<file path="src/rtl/my_rv_pkg.sv">
// Shared fetch-side definitions: machine widths, the canonical NOP, reset vector,
// fetch FSM states and the buffered {pc,instr} entry.
package my_rv_pkg;

  localparam int XLEN = 32;
  localparam int ILEN = 32;

  localparam logic [ILEN-1:0] NOP_INSTR        = 32'h0000_0013;
  localparam logic [XLEN-1:0] DEFAULT_RESET_PC = 32'h0000_0000;

  typedef enum logic [0:0] {
    FETCH_RUN   = 1'b0,
    FETCH_DRAIN = 1'b1
  } fetch_state_e;

  typedef struct packed {
    logic [XLEN-1:0] pc;
    logic [ILEN-1:0] instr;
  } fetch_entry_t;

endpackage

</file>
<file path="src/rtl/my_fetch_fifo.sv">
// Fetch buffer: DEPTH-entry FIFO of {pc,instr}, head visible combinationally, 1-cycle write-to-read.
// Push and pop may coincide at any occupancy including full; flush empties it in one cycle.
module my_fetch_fifo
  import my_rv_pkg::*;
#(
  parameter int  DEPTH = 2,
  localparam int CW    = $clog2(DEPTH + 1)
) (
  input  logic         clk,
  input  logic         rst_n,
  input  logic         flush_i,
  input  logic         push_i,
  input  fetch_entry_t wdat_i,
  input  logic         pop_i,
  output fetch_entry_t head_o,
  output logic         empty_o,
  output logic [CW-1:0] count_o
);

  localparam int AW = $clog2(DEPTH);

  fetch_entry_t  mem_q [DEPTH];
  logic [AW-1:0] wr_ptr_q;
  logic [AW-1:0] rd_ptr_q;
  logic [CW-1:0] cnt_q;
  logic          do_push;
  logic          do_pop;

  assign do_pop  = pop_i && (cnt_q != '0);
  assign do_push = push_i && ((cnt_q != CW'(DEPTH)) || do_pop);
  assign head_o  = mem_q[rd_ptr_q];
  assign empty_o = (cnt_q == '0);
  assign count_o = cnt_q;

  always_ff @(posedge clk or negedge rst_n) begin
    if (!rst_n) begin
      wr_ptr_q <= '0;
      rd_ptr_q <= '0;
      cnt_q    <= '0;
    end else if (flush_i) begin
      wr_ptr_q <= '0;
      rd_ptr_q <= '0;
      cnt_q    <= '0;
    end else begin
      if (do_push) wr_ptr_q <= wr_ptr_q + AW'(1);
      if (do_pop)  rd_ptr_q <= rd_ptr_q + AW'(1);
      cnt_q <= cnt_q + CW'(do_push) - CW'(do_pop);
    end
  end

  // Storage needs no reset: the count alone decides what is valid.
  always_ff @(posedge clk) begin
    if (do_push && !flush_i) mem_q[wr_ptr_q] <= wdat_i;
  end

endmodule

</file>
<file path="src/rtl/my_ifetch.sv">
// Instruction fetch: issues word fetches, buffers in-order responses, presents head to decode (rsp N -> out N+1).
// Requests throttle so inflight+buffered never exceeds BUF_DEPTH; redirects flush and drain stale responses.
module my_ifetch
  import my_rv_pkg::*;
#(
  parameter logic [XLEN-1:0] RESET_PC  = DEFAULT_RESET_PC,
  parameter int              BUF_DEPTH = 2
) (
  input  logic            clk,
  input  logic            rst_n,
  output logic            imem_req_valid,
  input  logic            imem_req_ready,
  output logic [XLEN-1:0] imem_addr,
  input  logic            imem_rsp_valid,
  input  logic [ILEN-1:0] imem_rsp_data,
  input  logic            redirect_valid,
  input  logic [XLEN-1:0] redirect_pc,
  output logic            out_valid,
  input  logic            out_ready,
  output logic [ILEN-1:0] out_instr,
  output logic [XLEN-1:0] out_pc
);

  localparam int              CW         = $clog2(BUF_DEPTH + 1);
  localparam logic [XLEN-1:0] ALIGN_MASK = ~32'h3;

  fetch_state_e    state_q, state_d;
  logic [XLEN-1:0] pc_q, pc_d;
  logic [XLEN-1:0] rsp_pc_q, rsp_pc_d;
  logic [CW-1:0]   inflight_q, inflight_d;
  logic [CW-1:0]   drop_cnt_q, drop_cnt_d;
  logic [CW-1:0]   fifo_cnt;
  logic [CW:0]     occupancy;
  logic            req_fire;
  logic            rsp_any;
  logic            rsp_live;
  logic            fifo_empty;
  logic            fifo_pop;
  fetch_entry_t    fifo_head;
  fetch_entry_t    fifo_wdat;

  // Dropped responses stay in inflight_q, so the throttle also covers them.
  assign occupancy      = {1'b0, inflight_q} + {1'b0, fifo_cnt};
  assign imem_req_valid = rst_n && !redirect_valid && (occupancy < (CW + 1)'(BUF_DEPTH));
  assign imem_addr      = pc_q;
  assign req_fire       = imem_req_valid && imem_req_ready;

  assign rsp_any  = imem_rsp_valid && (inflight_q != '0);
  assign rsp_live = rsp_any && !redirect_valid && (state_q == FETCH_RUN);

  assign fifo_wdat.pc    = rsp_pc_q;
  assign fifo_wdat.instr = imem_rsp_data;

  assign out_valid = !fifo_empty && !redirect_valid;
  assign fifo_pop  = out_valid && out_ready;
  assign out_instr = out_valid ? fifo_head.instr : NOP_INSTR;
  assign out_pc    = out_valid ? fifo_head.pc    : RESET_PC;

  always_comb begin
    pc_d       = pc_q;
    rsp_pc_d   = rsp_pc_q;
    state_d    = state_q;
    inflight_d = inflight_q + CW'(req_fire) - CW'(rsp_any);
    drop_cnt_d = drop_cnt_q;
    if (redirect_valid) begin
      // Everything still outstanding after this cycle belongs to the old path.
      pc_d       = redirect_pc & ALIGN_MASK;
      rsp_pc_d   = redirect_pc & ALIGN_MASK;
      drop_cnt_d = inflight_d;
      state_d    = (inflight_d != '0) ? FETCH_DRAIN : FETCH_RUN;
    end else begin
      if (req_fire) pc_d = pc_q + 32'd4;
      if (rsp_live) rsp_pc_d = rsp_pc_q + 32'd4;
      case (state_q)
        FETCH_RUN: state_d = FETCH_RUN;
        FETCH_DRAIN: begin
          if (rsp_any) drop_cnt_d = drop_cnt_q - CW'(1);
          if (drop_cnt_d == '0) state_d = FETCH_RUN;
        end
      endcase
    end
  end

  always_ff @(posedge clk or negedge rst_n) begin
    if (!rst_n) begin
      state_q    <= FETCH_RUN;
      pc_q       <= RESET_PC & ALIGN_MASK;
      rsp_pc_q   <= RESET_PC & ALIGN_MASK;
      inflight_q <= '0;
      drop_cnt_q <= '0;
    end else begin
      state_q    <= state_d;
      pc_q       <= pc_d;
      rsp_pc_q   <= rsp_pc_d;
      inflight_q <= inflight_d;
      drop_cnt_q <= drop_cnt_d;
    end
  end

  my_fetch_fifo #(
    .DEPTH (BUF_DEPTH)
  ) u_fifo (
    .clk     (clk),
    .rst_n   (rst_n),
    .flush_i (redirect_valid),
    .push_i  (rsp_live),
    .wdat_i  (fifo_wdat),
    .pop_i   (fifo_pop),
    .head_o  (fifo_head),
    .empty_o (fifo_empty),
    .count_o (fifo_cnt)
  );

endmodule
</file>
<file path="config.mk">
export PLATFORM = sky130hd
export DESIGN_NAME = my_ifetch
export DESIGN_NICKNAME = d
export VERILOG_FILES = /design/src/rtl/my_rv_pkg.sv /design/src/rtl/my_fetch_fifo.sv /design/src/rtl/my_ifetch.sv
export SDC_FILE = /design/constraint.sdc
export NUM_CORES = 1
export LEC_CHECK = 0
export ABC_AREA = 1
export CAP_MARGIN = 5
export CORE_MARGIN = 8
export CORE_UTILIZATION = 50
export DETAILED_ROUTE_END_ITERATION = 16
export PLACE_DENSITY = 0.86
export SYNTH_ARGS = -nofsm -noshare
export SYNTH_HDL_FRONTEND = slang
export SYNTH_SLANG_ARGS = --single-unit
</file>
<file path="constraint.sdc">
create_clock -name clk -period 10.5 [get_ports clk]
set_input_delay 2.1 -clock clk [delete_from_list [all_inputs] [get_ports clk]]
set_output_delay 2.1 -clock clk [all_outputs]
set_load 0.02 [all_outputs]
</file>
==> summary.md, run 1 <==
| Metric | Value |
|---|---|
| Diodes inserted | 0 |
| Max-slew headroom | 0.434 |
| FILL cells | ~1600 |
| Drt drc | 0 |
| Chip height | approximately 160 um |
| H-Tree Depth | 4 |
| Synthesized area | 9710 um2 |
| RR Startpoint | u_fifo.count_o[1] |
| Hold path cells | 2 |
| R2r setup slk | 7.58 ns |
| DR pass1 iterations | 5 |
| First-pass GRT wire length | 37900 um |
| Clock sink count | 193 |
| Chip Width | 155 um |
| Clock Skew | about 0.014 ns |
| # setup viols final | 0 |
| Count of pins over their slew limit | 0 |
| Routed len/inst | roughly 16 um |
| Initial DRC count | slightly above 500 |
| Root Buffer | clkbuf_16 |
| Crit path kind | primary input to output port |
| Share of cells above drive strength 1 | 0.106 |
| Post-route minimum period | 6.21 ns |
| FF/Latch Area | 5450 um2 |
| Placed cells | about 1400 |
| Vias in the first global route | 7499 |
| Clock latency on the worst-skew pair | 0.44 ns |
| HP Class | flip-flop to flip-flop |
| CP startpoint kind | primary input |
| Final ANT Viol Nets | 0 |
| Avg Cell Area, Syn | a little over 9 um2 |
| CTS tree | yes |
| All-Layer GR Usage | 0.198 |
| Fmax | 161 MHz |
| LEAKAGE | between 5 and 6 nW |
| CTS Buf Count | 17 |
| Synth Instances | 1046 |
| # IOs | approximately 170 |
| DR vias | 7694 |
| CP Capture Type | output port |
| Post_cts resized | 0 |
| Endpoint, Worst Hold | u_fifo.wr_ptr_q |
| Met2 GRT Util | 0.314 |
| Clk slew on worst S/H paths | about 0.080 ns |
| Final wirelength | 24100 um |
| Leading cell type in the layout, fill and taps excluded | nand2_1 |
| Final hold vios | 0 |
| P&R area growth vs syn | 24.7% |
| Reg2Reg Depth | 8 |
| Vias per cell | 5.20 |
| DP Wirelength | roughly 17000 um |
| GP Congestion | 0.920 |
| Crit Path Max Fanout | 64 |
| Setup TNS Final | 0 ns |
| Met1 Usage GRT | 0.265 |
| Worst VDD drop | 0.119 mV |
| Status | completed |
| Yosys cell types | 41 |
| Overflow after GRT | 0 |
| Commonest cells after routing, fill and taps aside | nand2_1, clkdlybuf4s50_1, inv_1 |
| Pwr/cell area | roughly 170 nW/um2 |
| Non-Filler Instances | 1479 |
| Initial Util | 0.504 |
| Unrepaired setup endpoints after global routing | no |
| Number of synthesized register bits | just under 200 |
| Die Footprint | between 20000 and 25000 um2 |
| Worst setup startpoint | redirect_valid |
| Slew @ Worst Pin | 0.848 ns |
| Hold Crit Start | u_fifo.wr_ptr_q |
| Setup Buffers After CTS | 0 |
| Final period util | 0.592 |
| Hold buffers post-CTS | 0 |
| Core area | 19300 um2 |
| Maxcap violations | 0 |
| Worst EP arrival | 4.11 ns |
| Yosys warning count | 0 |
| R2R Path End | u_fifo.mem_q[1][53] |
| I/O Buffers | roughly 160 |
| Largest net degree at the start of global routing | 65 |
| Area of the multi-input gates | 3560 um2 |
| Num rows | 51 |
| Most Crowded Layer GR | met2 |
| Register area share after synthesis | 0.561 |
| Met3 Use GR | 0.0485 |
| Nets | 1278 |
| Critical Path RT | 8.40 ns |
| CTS max path bufs | 2 |
| Initial antenna violation count | 0 |
## worst max-delay path, cell delays in order
cell and delay, ns:
buf_2 0.09, buf_4 0.31, nor2_4 0.17, buf_4 0.52
nand2_1 0.13, inv_1 0.10, clkdlybuf4s50_1 0.62
## metrics by stage
step	utilization	power [mW]	instance area [um2]	hold WS, ns	setup slack [ns]
after global placement	0.599	1.45	11500	0.484	4.28
final	0.629	2.09	12100	0.517	4.29
after global routing	0.629	2.19	12100	0.558	4.12
after floorplan	-	1.27	9720	0.471	4.61
after CTS	0.629	2.10	12100	0.513	4.27
after detailed placement	0.599	1.46	11500	0.495	4.28
## sequential cells by signal (all words and copies together) (netlist names)
signal and flops:
drop_cnt_q 2, rsp_pc_q 30, u_fifo.mem_q 124, inflight_q 2, state_q 1, u_fifo.wr_ptr_q 1
u_fifo.count_o 2, u_fifo.rd_ptr_q 1, imem_addr 30
## cells by family (layout without fill, tap and decap cells)
kind of cell	Yosys count	count (layout)	synth area share
flops	193	193	0.561
fa+ha+maj	7	7	0.00979
mux	59	59	0.0684
xor+xnor	9	9	0.00812
simple gates	507	507	0.226
other cells	1	4	0.000386
buf+inv	178	343	0.0743
compound gates	92	92	0.0520
## synthesized netlist by cell type (all sizes together)
master | n | area share
nand3 | 82 | 0.044
a21oi | 38 | 0.020
conb | 1 | 0.00039
buf | 28 | 0.016
mux2 | 59 | 0.068
clkinv | 1 | 0.00039
xnor2 | 3 | 0.0027
ha | 6 | 0.0077
o21ai | 34 | 0.018
o21bai | 2 | 0.0015
clkbuf | 7 | 0.0027
o21a | 2 | 0.0015
inv | 142 | 0.055
nor3 | 8 | 0.0041
xor2 | 6 | 0.0054
nand4 | 12 | 0.0093
dfrtp | 69 | 0.18
nor3b | 1 | 0.00077
fa | 1 | 0.0021
nand3b | 4 | 0.0031
or2 | 1 | 0.00064
a31oi | 4 | 0.0026
nand2 | 285 | 0.11
edfxtp | 124 | 0.38
and2 | 1 | 0.00064
o211ai | 12 | 0.0093
nor2 | 111 | 0.050
nor4 | 2 | 0.0013
## layout make-up
| type | count | share of cell area |
|---|---|---|
| tap | 265 | 0.0274 |
| timing repair buffer | 168 | 0.137 |
| clock buffer | 17 | 0.0351 |
| clock inverter | 15 | 0.0125 |
| sequential | 193 | 0.450 |
| multi-input combinational | 678 | 0.294 |
| inverter | 143 | 0.0445 |
## per-layer routing
layer | part of all wire | vias to the layer above
met2 | 0.45 | 323
met1 | 0.45 | 3608
met3 | 0.079 | 34
met5 | 0 | -
li1 | - | 3729
met4 | 0.015 | 0
## where the power goes
| group | total, mW | leakage, nW | switching [mW] | internal (mW) |
|---|---|---|---|---|
| Sequential | 0.977 | 1.95 | 0.0819 | 0.895 |
| Combinational | 0.471 | 2.90 | 0.266 | 0.205 |
| Clock | 0.639 | 0.289 | 0.317 | 0.322 |
| Total | 2.09 | 5.14 | 0.666 | 1.42 |
## worst max path at each step
stage	end	slack [ns]
2_1_floorplan	u_fifo.mem_q[1][0]	4.61
3_3_place_gp	out_instr[14]	4.28
3_5_place_dp	out_pc[15]	4.28
4_1_cts	out_pc[15]	4.27
5_1_grt	out_pc[6]	4.12
6_report	out_pc[31]	4.29
Power figures use the tool's default switching activity.
==> inputs of run 2 (changes only) <==
==> constraint.sdc (replaced) <==
create_clock -name clk -period 6.3 [get_ports clk]
set_input_delay 1.26 -clock clk [delete_from_list [all_inputs] [get_ports clk]]
set_output_delay 1.26 -clock clk [all_outputs]
set_load 0.02 [all_outputs]
==> run 2 against run 1 <==
  * Combinational power rose by 68%
  * Non-clock buffer count fell by 1
  * Setup slack worse by 2.5 ns
  * Largest power group unchanged
  * Highest routed layer unchanged
==> summary.md, run 2 (synthesis results as in run 1) <==
| Metric | Value |
|---|---|
| Status | completed |
| Post-route minimum period | 4.54 ns |
| Most flops, register | u_fifo.mem_q |
| Leading cell type in the layout, fill and taps excluded | nand2_1 |
| Placed cells | 1446 |
| CTS max path bufs | 2 |
| Routed len/inst | about 17 um |
| Hold buffers post-CTS | 0 |
| # setup viols final | 0 |
| Crit-path slowest cell | nor2_4 |
| HP Class | flip-flop to flip-flop |
| Final hold vios | 0 |
| CP Capture Type | output port |
| Worst VDD drop | 0.199 mV |
| Pwr/cell area | 288 nW/um2 |
| Clock Skew | 0.0145 ns |
| Diodes inserted | 0 |
| Biggest cell delay along the critical path | 0.71 ns |
| GP Congestion | 0.909 |
| Design area | 12100 um2 |
| I/O Buffers | roughly 160 |
| Maxcap violations | 0 |
| Crit path kind | primary input to output port |
| Clk slew on worst S/H paths | roughly 0.07 ns |
| Root Buffer | clkbuf_16 |
| # IOs | 168 |
| Initial Util | 0.504 |
| First-pass GRT wire length | 38600 um |
| Fmax | roughly 220 MHz |
| P&R area growth vs syn | 24.7% |
| Die Footprint | around 24000 um2 |
| Vias in the first global route | 7561 |
| Critical Path RT | 5.04 ns |
| Share of cells above drive strength 1 | 0.106 |
| LEAKAGE | 5.13 nW |
| Final ANT Viol Nets | 0 |
| Max reg flops | ~120 |
| FILL cells | 1543 |
| Num rows | ~50 |
| Largest net degree at the start of global routing | just over 60 |
| CTS Buf Count | 17 |
| Unrepaired setup endpoints after global routing | no |
| Non-Filler Instances | 1478 |
| CTS tree | yes |
| All-Layer GR Usage | 0.202 |
| Power, Total | 3.49 mW |
| Overflow after GRT | 0 |
| Slew @ Worst Pin | 0.937 ns |
| Max-slew headroom | 0.375 |
| Post-DP Area | ~12000 um2 |
| Crit Path Max Fanout | 40 |
| Clock latency on the worst-skew pair | 0.44 ns |
| DR pass1 iterations | 5 |
| Final wirelength | 24400 um |
| Setup Buffers After CTS | 0 |
| H-Tree Depth | 4 |
| Initial antenna violation count | 0 |
| Chip height | approximately 160 um |
| Worst path cell trace | buf_2 > nor2_4 > buf_4 > nand2_1 > inv_1 > clkdlybuf4s50_1 |
| Chip Width | 155 um |
| Commonest cells after routing, fill and taps aside | nand2_1, clkdlybuf4s50_1, inv_1 |
| Nets | 1277 |
| Clock sink count | 193 |
| Final period util | 0.720 |
| CP startpoint kind | primary input |
| Post_cts resized | 0 |
| Setup TNS Final | 0 ns |
| DR vias | about 7700 |
| WP buf/inv | 4 |
| Top delay family on crit path | buffers and inverters |
| DP Wirelength | 17200 um |
| Count of pins over their slew limit | 0 |
| Worst EP arrival | 3.28 ns |
| Initial DRC count | 450 |
| Vias per cell | 5.23 |
| Core area | approximately 19000 um2 |
| Drt drc | 0 |
==> run 2: cell types whose count changed in the layout (fill, tap and decap cells not counted), sizes merged <==
| cell | change |
|---|---|
| inv | -4 |
| clkinv | +4 |
| buf | -1 |
==> run 2: final timing paths <==
kind	start	endpoint	slack [ns]	cells after the start
setup reg to reg	u_fifo.count_o[1]	u_fifo.mem_q[1][7]	2.94	7
hold / removal	u_fifo.wr_ptr_q	u_fifo.wr_ptr_q	0.53	2
setup / recovery	redirect_valid	out_instr[16]	1.76	6
hold reg to reg	u_fifo.wr_ptr_q	u_fifo.wr_ptr_q	0.53	2
min in group asynchronous	rst_n	imem_addr[7]	0.78	1
max in group asynchronous	rst_n	rsp_pc_q[31]	4.41	2
==> run 2: report_power, final <==
group,total (mW),leakage [nW],switching (mW),internal (mW)
sequential,1.63,1.95,0.136,1.49
clock,1.07,0.287,0.533,0.533
combinational,0.793,2.90,0.452,0.341
==> run 2: layout make-up <==
cell class | count | area [um2] | share of cell area
well taps | 265 | 332 | 0.0274
inverters | 143 | 539 | 0.0445
repair buffers | 167 | 1650 | 0.136
flip-flops and latches | 193 | 5450 | 0.450
clock buffers | 17 | 425 | 0.0351
clock inverters | 15 | 156 | 0.0129
multi-input cells | 678 | 3560 | 0.294
==> run 2: worst min-delay path: stages, from the launching register on <==
cell and delay [ns]:
dfrtp_1 0.36, nand3_1 0.08, nand2_1 0.06
==> run 2: stage by stage <==
step,hold slack (ns),worst slack [ns],util
after floorplan,0.471,1.25,-
after global placement,0.485,1.76,0.598
after detailed placement,0.509,1.74,0.598
after CTS,0.539,1.73,0.628
after global routing,0.556,1.58,0.628
final,0.535,1.76,0.628
==> run 2: metal layers <==
| metal | global-route usage | up-vias | part of all wire |
|---|---|---|---|
| met5 | 0 | - | 0 |
| met4 | 0.0582 | 0 | 0.012 |
| met3 | 0.0472 | 25 | 0.091 |
| met2 | 0.322 | 378 | 0.45 |
| met1 | 0.272 | 3594 | 0.44 |
| li1 | - | 3734 | - |
==> inputs of run 3 (changes only) <==
==> constraint.sdc (replaced) <==
create_clock -name clk -period 4.2 [get_ports clk]
set_input_delay 0.84 -clock clk [delete_from_list [all_inputs] [get_ports clk]]
set_output_delay 0.84 -clock clk [all_outputs]
set_load 0.02 [all_outputs]
==> run 3 against run 2 <==
  * Register-to-register slack worse by 1.3 ns
  * Utilization up 0.31 points
  * Sequential power up 50%
  * Setup slack worse by 0.96 ns
  * Die area unchanged
  * Critical path type is now flip-flop to output port
==> summary.md, run 3 (synthesis results as in run 1) <==
| Metric | Value |
|---|---|
| Status | completed |
| Worst path cell trace | buf_4 > mux2_2 > nand2_1 > inv_1 > clkdlybuf4s50_1 |
| Cell-internal power | 3.56 mW |
| Initial Util | 0.504 |
| Die Footprint | 24100 um2 |
| # IOs | approximately 170 |
| # setup viols final | 0 |
| Most flops, register | u_fifo.mem_q |
| Root Buffer | clkbuf_16 |
| Clock share of power | 0.298 |
| HP Class | primary input to asynchronous set/reset pin |
| DP Wirelength | roughly 18000 um |
| Chip height | roughly 160 um |
| H-Tree Depth | 4 |
| Final period util | 0.810 |
| Clock sink count | 193 |
| Routed len/inst | about 16 um |
| Net Sw Power | approximately 1.6 mW |
| Sequential power share | 0.470 |
| CTS tree | yes |
| Met1 Usage GRT | 0.278 |
| Met2 GRT Util | 0.324 |
| Hold buffers post-CTS | 0 |
| Initial antenna violation count | 0 |
| Final wirelength | 24300 um |
| DR vias | 7786 |
| Commonest cells after routing, fill and taps aside | nand2_1, clkdlybuf4s50_1, inv_1 |
| Unrepaired setup endpoints after global routing | no |
| Final ANT Viol Nets | 0 |
| LEAKAGE | 5.16 nW |
| CP Capture Type | output port |
| CTS max path bufs | 2 |
| Crit path kind | flip-flop to output port |
| DR pass1 iterations | 5 |
| P&R area growth vs syn | 25.3% |
| Vias in the first global route | 7730 |
| Overflow after GRT | 0 |
| Biggest cell delay along the critical path | around 0.76 ns |
| Chip Width | 155 um |
| First-pass GRT wire length | 39600 um |
| Count of pins over their slew limit | 0 |
| GP Congestion | 0.972 |
| CP startpoint kind | flip-flop |
| Vias per cell | about 5.3 |
| Worst VDD drop | 0.299 mV |
| Fmax | 294 MHz |
| Logic gate share of total power | 0.232 |
| Most Crowded Layer GR | met2 |
| CTS Buf Count | 17 |
| Clk slew on worst S/H paths | 0.07 ns |
| Setup TNS Final | 0 ns |
| Max-slew headroom | 0.590 |
| Critical Path RT | about 3.4 ns |
| Share of cells above drive strength 1 | 0.109 |
| Sw Ratio | 0.317 |
| Pwr/cell area | between 400 and 500 nW/um2 |
| Initial DRC count | 642 |
| I/O Buffers | ~160 |
| Clock Skew | 0.00822 ns |
| Drt drc | 0 |
| Diodes inserted | 0 |
| Leading cell type in the layout, fill and taps excluded | nand2_1 |
| Nets | 1282 |
| Core area | 19300 um2 |
| Max reg flops | approximately 120 |
| Worst EP arrival | 2.56 ns |
| Num rows | 51 |
| Final hold vios | 0 |
| Smallest hold slack | roughly 0.28 ns |
| Maxcap violations | 0 |
| Met3 Use GR | 0.0488 |
| Slew @ Worst Pin | approximately 0.62 ns |
| Post-route minimum period | 3.40 ns |
| Post_cts resized | 0 |
| Largest net degree at the start of global routing | 65 |
| Setup Buffers After CTS | 0 |
| Crit Path Max Fanout | 26 |
| Crit-path slowest cell | dfrtp_2 |
| Clock latency on the worst-skew pair | 0.43 ns |
| All-Layer GR Usage | 0.206 |
==> run 3: changes by cell type in the layout (fill, tap and decap cells not counted), sizes merged <==
cell / delta
clkinvlp: +1
inv: -1
buf: +5
==> run 3: cell type report <==
| cell class | instances | area [um2] |
|---|---|---|
| timing repair buffer | 172 | 1720 |
| tap | 265 | 332 |
| multi-input combinational | 678 | 3560 |
| clock inverter | 15 | 141 |
| inverter | 143 | 539 |
| clock buffer | 17 | 425 |
| fill | 1503 | 7100 |
| sequential | 193 | 5450 |
==> run 3: worst paths after layout <==
path                                      end  cells after the start  slack (ns)              start
max in group asynchronous     u_fifo.rd_ptr_q                      3        2.65              rst_n
max                             out_instr[25]                      5        0.80    u_fifo.rd_ptr_q
min reg2reg                   u_fifo.wr_ptr_q                      2        0.53    u_fifo.wr_ptr_q
max reg2reg                u_fifo.mem_q[0][0]                      8        1.62  u_fifo.count_o[1]
min                             inflight_q[0]                      1        0.28              rst_n
min in group clk              u_fifo.wr_ptr_q                      2        0.53    u_fifo.wr_ptr_q
==> run 3: worst max-delay path: cells and delay by family, from the launching register on <==
| kind | cells | cell delay [ns] |
|---|---|---|
| buffers and inverters | 3 | 0.93 |
| and+or+nand+nor | 1 | 0.07 |
| muxes | 1 | 0.36 |
| DFF | 1 | 0.76 |
==> run 3: power groups by stage <==
stage,clock [mW],sequential (mW),combinational (mW)
floorplan,0,2.45,0.727
global placement,0,2.46,1.17
detailed placement,0,2.48,1.21
CTS,1.58,2.44,1.22
global route,1.66,2.47,1.33
finish,1.55,2.44,1.21
==> run 3: stage by stage <==
step | utilization | instances | cell area (um2) | total power [mW] | setup WS [ns]
after floorplan | - | 1049 | 9730 | 3.18 | 0.610
after global placement | 0.602 | 1451 | 11600 | 3.64 | 0.927
after detailed placement | 0.602 | 1451 | 11600 | 3.68 | 0.896
after CTS | 0.632 | 1483 | 12200 | 5.23 | 0.752
after global routing | 0.632 | 1483 | 12200 | 5.46 | 0.680
final | 0.632 | 1483 | 12200 | 5.20 | 0.800
==> run 3: routing by layer <==
layer	vias to the layer above	share of wire
met5	-	0
met4	0	0.020
met3	33	0.093
met2	355	0.45
met1	3657	0.44
li1	3741	-
